**config.mk**
```make
export PLATFORM = sky130hd
export DESIGN_NAME = mips_harvard_bus_arbiter
export DESIGN_NICKNAME = d
export VERILOG_FILES = /design/src/rtl/mips_harvard_bus_arbiter.sv
export SDC_FILE = /design/constraint.sdc
export NUM_CORES = 1
export LEC_CHECK = 0
export CORE_AREA = 4 4 107 109
export DETAILED_ROUTE_END_ITERATION = 6
export DIE_AREA = 0 0 111 113
export PLACE_DENSITY = 0.92
export SLEW_MARGIN = 0
export SYNTH_ARGS = -nofsm -noshare
export SYNTH_HDL_FRONTEND = slang
export SYNTH_SLANG_ARGS = --single-unit
```
**constraint.sdc**
```tcl
create_clock -name clk -period 3.55 [get_ports clk]
set_input_delay 0.71 -clock clk [delete_from_list [all_inputs] [get_ports clk]]
set_output_delay 0.71 -clock clk [all_outputs]
set_load 0.03 [all_outputs]
```
**src/rtl/mips_harvard_bus_arbiter.sv**
```systemverilog
// Time-multiplexes the Harvard CPU's instruction and data ports onto one Avalon-style bus,
// then strobes cpu_clk_enable for one clock so the CPU commits the instruction.
//
// state    | meaning
// ---------+------------------------------------------------------------
// S_IDLE   | post-reset settle, RESET_IDLE cycles
// S_FETCH  | instruction read on the bus
// S_DATA   | load/store on the bus (store wins if both requested)
// S_COMMIT | one-clock cpu_clk_enable, bus idle
// S_HALT   | CPU inactive, absorbing until reset
// S_ERROR  | waitrequest timeout, absorbing until reset
module mips_harvard_bus_arbiter #(
  parameter int WAIT_LIMIT = 16,
  parameter int RESET_IDLE = 1
) (
  input  logic        clk,
  input  logic        reset,
  input  logic        cpu_active,
  input  logic [31:0] cpu_instr_address,
  output logic [31:0] cpu_instr_readdata,
  input  logic [31:0] cpu_data_address,
  input  logic        cpu_data_read,
  input  logic        cpu_data_write,
  input  logic [3:0]  cpu_data_byteenable,
  input  logic [31:0] cpu_data_writedata,
  output logic [31:0] cpu_data_readdata,
  output logic        cpu_clk_enable,
  output logic [31:0] mem_address,
  output logic        mem_read,
  output logic        mem_write,
  output logic [3:0]  mem_byteenable,
  output logic [31:0] mem_writedata,
  input  logic [31:0] mem_readdata,
  input  logic        mem_waitrequest,
  output logic        bus_error,
  output logic        halted
);

  localparam int WCW = $clog2(WAIT_LIMIT + 1);

  typedef enum logic [2:0] {
    S_IDLE,
    S_FETCH,
    S_DATA,
    S_COMMIT,
    S_HALT,
    S_ERROR
  } state_t;

  state_t         state;
  logic [3:0]     idle_cnt;
  logic [WCW-1:0] wait_cnt;
  logic           data_req;
  logic           wait_hit;

  assign data_req = cpu_data_read | cpu_data_write;
  // Terminal wait cycle: this stalled cycle is the WAIT_LIMIT-th in a row.
  assign wait_hit = mem_waitrequest && (wait_cnt == WCW'(WAIT_LIMIT - 1));

  // Bus requests follow the state directly so an async reset drops them instantly.
  always_comb begin
    mem_address    = '0;
    mem_read       = 1'b0;
    mem_write      = 1'b0;
    mem_byteenable = '0;
    mem_writedata  = '0;
    case (state)
      S_FETCH: begin
        if (cpu_active) begin
          mem_read       = 1'b1;
          mem_address    = cpu_instr_address;
          mem_byteenable = 4'hF;
        end
      end
      S_DATA: begin
        mem_address = cpu_data_address;
        if (cpu_data_write) begin
          mem_write      = 1'b1;
          mem_byteenable = cpu_data_byteenable;
          mem_writedata  = cpu_data_writedata;
        end else if (cpu_data_read) begin
          mem_read       = 1'b1;
          mem_byteenable = 4'hF;
        end
      end
      default: ;
    endcase
  end

  always_ff @(posedge clk or negedge reset) begin
    if (!reset) begin
      state              <= S_IDLE;
      idle_cnt           <= '0;
      wait_cnt           <= '0;
      cpu_instr_readdata <= '0;
      cpu_data_readdata  <= '0;
      cpu_clk_enable     <= 1'b0;
      bus_error          <= 1'b0;
      halted             <= 1'b0;
    end else begin
      case (state)
        S_IDLE: begin
          if (idle_cnt == 4'(RESET_IDLE - 1)) begin
            state    <= S_FETCH;
            idle_cnt <= '0;
          end else begin
            idle_cnt <= idle_cnt + 4'd1;
          end
        end
        S_FETCH: begin
          if (!cpu_active) begin
            state  <= S_HALT;
            halted <= 1'b1;
          end else if (!mem_waitrequest) begin
            cpu_instr_readdata <= mem_readdata;
            wait_cnt           <= '0;
            if (data_req) begin
              state <= S_DATA;
            end else begin
              state          <= S_COMMIT;
              cpu_clk_enable <= 1'b1;
            end
          end else if (wait_hit) begin
            state     <= S_ERROR;
            bus_error <= 1'b1;
            wait_cnt  <= '0;
          end else begin
            wait_cnt <= wait_cnt + WCW'(1);
          end
        end
        S_DATA: begin
          if (!mem_waitrequest) begin
            if (cpu_data_read && !cpu_data_write) cpu_data_readdata <= mem_readdata;
            wait_cnt       <= '0;
            state          <= S_COMMIT;
            cpu_clk_enable <= 1'b1;
          end else if (wait_hit) begin
            state     <= S_ERROR;
            bus_error <= 1'b1;
            wait_cnt  <= '0;
          end else begin
            wait_cnt <= wait_cnt + WCW'(1);
          end
        end
        S_COMMIT: begin
          cpu_clk_enable <= 1'b0;
          state          <= S_FETCH;
        end
        default: ;
      endcase
    end
  end

endmodule
```
==> summary.md <==
| Metric | Value |
|---|---|
| Setup Viol. Count Final | `0` |
| Fin crit share | `0.939` |
| Register area share after synthesis | `0.501` |
| Clk_lat worst skew | `350 ps` |
| End of the critical path | `mem_write` |
| Vias per cell | `5.01` |
| Number of synthesis warnings | `0` |
| Maximum number of pins on one net before global-route repair | `80` |
| Hold WC Path Type | `flop to flop` |
| Hold slack final | `483 ps` |
| Final HPWL from detailed placement | `11.4 mm` |
| Setup crit start | `state[1]$_DFFE_PN0P_` |
| FF-to-FF End | `cpu_data_readdata[17]$_DFFE_PN0P_` |
| CP Class | `flop to primary output` |
| Port bufs | `274` |
| MaxCap Viol Count | `0` |
| CTS tree | `yes` |
| Synth async-reset ratio | `1.00` |
| CTS root buffer | `clkbuf_8` |
| Antenna cells | `0` |
| Core footprint | `10600 um^2` |
| CP Max Fanout | `40` |
| VDD IR-drop max | `0.000255 V` |
| Initial drt markers | `249` |
| First drt pass iteration count | `4` |
| First-pass GRT wire length | `21.9 mm` |
| WL per Instance | `19.8 um` |
| Share of layout cells above drive strength 1 | `0.228` |
| Total CTS buffers | `9` |
| GRT Overall Usage | `0.222` |
| Routed wire length | `14.2 mm` |
| Setup Slack @ Placement | `399 ps` |
| Die footprint | `12500 um^2` |
| Postcts setup bufs | `0` |
| Crit. End Element | `primary output` |
| Syn Inst Count | `305` |
| Commonest non-fill, non-tap cell in the layout | `clkdlybuf4s50_1` |
| Most frequent cells in the layout | `clkdlybuf4s50_1, dfrtp_1, mux2_2` |
| Cells on worst reg2reg path | `4` |
| Skew final | `14.9 ps` |
| R2r setup slk | `1130 ps` |
| Synthesized cell area | `3950 um^2` |
| Die width | `111 um` |
| PD cells | `240 nW/um^2` |
| Tmin final | `3330 ps` |
| Initial antenna violation count | `0` |
| Status | `complete, no violations` |
| Hold_buf cts | `0` |
| Worst-Margin Slew | `976 ps` |
| Post-CTS Resized | `0` |
| Critical Path RT | `2840 ps` |
| Final Power | `0.00171 W` |
| Initial core utilization | `0.372` |
| #FFs+latches synth | `79` |
| CP arrival | `2620 ps` |
| FMAX | `300 MHz` |
| Die H | `113 um` |
| Io pins | `275` |
| Worst Setup Start Kind | `flop` |
| CTS H-tree lvls | `3` |
| Placed cell count | `703` |
| Max Transition Viols Final | `0` |
| Final nets | `715` |
| Area contributors post-synth | `dfrtp_1, mux2_4, mux2_2` |
| FILL cells | `760` |
| RePlAce Congestion | `0.914` |
| # rows | `38` |
| DR vias | `3605` |
| Post-Layout Cell Count | `719` |
| Post-route ant nets | `0` |
| Vias in the first global route | `3830` |
| Clock transition at the registers of the reported paths | `80 ps` |
| Number of synthesized flops with an enable pin | `0` |
| Area leader, netlist | `dfrtp_1` |
| Final Hold Fails | `0` |
| Ys flop type | `dfrtp_1` |
| Leak | `3.33 nW` |
| Remaining routing DRC violations | `0` |
| Relative slew slack | `0.350` |
| Net Count, Synth | `446` |
| Grt total ovfl | `0` |
| Count of cell types in the netlist | `44` |
| Reg2reg start | `state[1]$_DFFE_PN0P_` |
| RSZ-0062 raised after global routing | `no` |
| CTS max path bufs | `2` |
| Area growth syn-to-layout | `80.1%` |
| Clock sinks | `79` |
| Final setup TNS | `0 ps` |
| Mean Syn Cell Area | `12.9 um^2` |
| Post-route setup slack | `215 ps` |
| Top-area cell type share of the netlist area | `0.501` |
[metrics by stage]
step / cell area, um^2 / util
6_report: 7110 / 0.670
5_1_grt: 7110 / 0.670
4_1_cts: 7110 / 0.670
3_5_place_dp: 6930 / 0.653
3_3_place_gp: 6930 / 0.653
2_1_floorplan: 3950 / -
[worst max-delay path: stages, from the launching register on]
cell             delay, ps
dfrtp_1                640
nor3b_4                270
buf_4                  340
and2_0                 310
clkdlybuf4s50_1        720
[cell type report]
cell class,count,area (um^2),area share
clock inverter,5,41.3,0.00581
timing repair buffer,284,2920,0.411
tap,140,175,0.0246
inverter,8,30.0,0.00422
clock buffer,11,141,0.0199
sequential,79,1980,0.278
multi-input combinational,192,1820,0.256
[sequential cells by signal (all words and copies together) (netlist names)]
register and flops:
cpu_data_readdata 32, cpu_instr_readdata 32, wait_cnt 5, idle_cnt 4, state 3, bus_error 1
cpu_clk_enable 1, halted 1
[layer usage]
metal	up-vias	routed length, um	global-route usage
li1	1673	-	-
met1	1736	5600	0.265
met3	24	988	0.0668
met5	-	0	0
met2	172	7200	0.384
met4	0	448	0.0714
[how the worst min path moves through the flow]
stage	endpoint	slack [ps]	start	depth (start not counted)
floorplan	bus_error$_DFFE_PN0P_	410	reset	0
global placement	halted$_DFFE_PN0P_	450	halted$_DFFE_PN0P_	2
detailed placement	halted$_DFFE_PN0P_	470	halted$_DFFE_PN0P_	2
CTS	halted$_DFFE_PN0P_	490	halted$_DFFE_PN0P_	2
global route	halted$_DFFE_PN0P_	510	halted$_DFFE_PN0P_	2
finish	halted$_DFFE_PN0P_	480	halted$_DFFE_PN0P_	2
[logic make-up (layout without fill, tap and decap cells)]
family | count (synthesis) | count (layout) | share of synthesized area
flops | 79 | 79 | 0.501
fa+ha+maj | 3 | 3 | 0.00951
buf+inv | 34 | 308 | 0.0415
compound gates | 63 | 63 | 0.124
xor+xnor | 2 | 2 | 0.00444
mux | 65 | 65 | 0.214
simple gates | 59 | 59 | 0.105
[power breakdown]
part | total [W] | switching, W | internal [W]
clock network | 0.000614 | 0.000335 | 0.000278
registers | 0.000899 | 0 | 0.000899
logic | 0.000194 | 0.0000566 | 0.000137
[synth_stat cells (all sizes together), types with 2 or more instances]
| master | number |
|---|---|
| dfrtp | 79 |
| mux2 | 65 |
| a22o | 33 |
| and3 | 32 |
| buf | 15 |
| clkbuf | 11 |
| inv | 8 |
| a21oi | 5 |
| o21ai | 5 |
| a21o | 4 |
| ha | 3 |
| nand2 | 3 |
| nand3 | 3 |
| o22ai | 3 |
| a31oi | 2 |
| nand2b | 2 |
| nand3b | 2 |
| nand4b | 2 |
| nand4bb | 2 |
| nor2 | 2 |
| nor3b | 2 |
| nor4bb | 2 |
| o21bai | 2 |
| or3b | 2 |
| xnor2 | 2 |
Note: power is estimated with default switching activity, not from simulation.
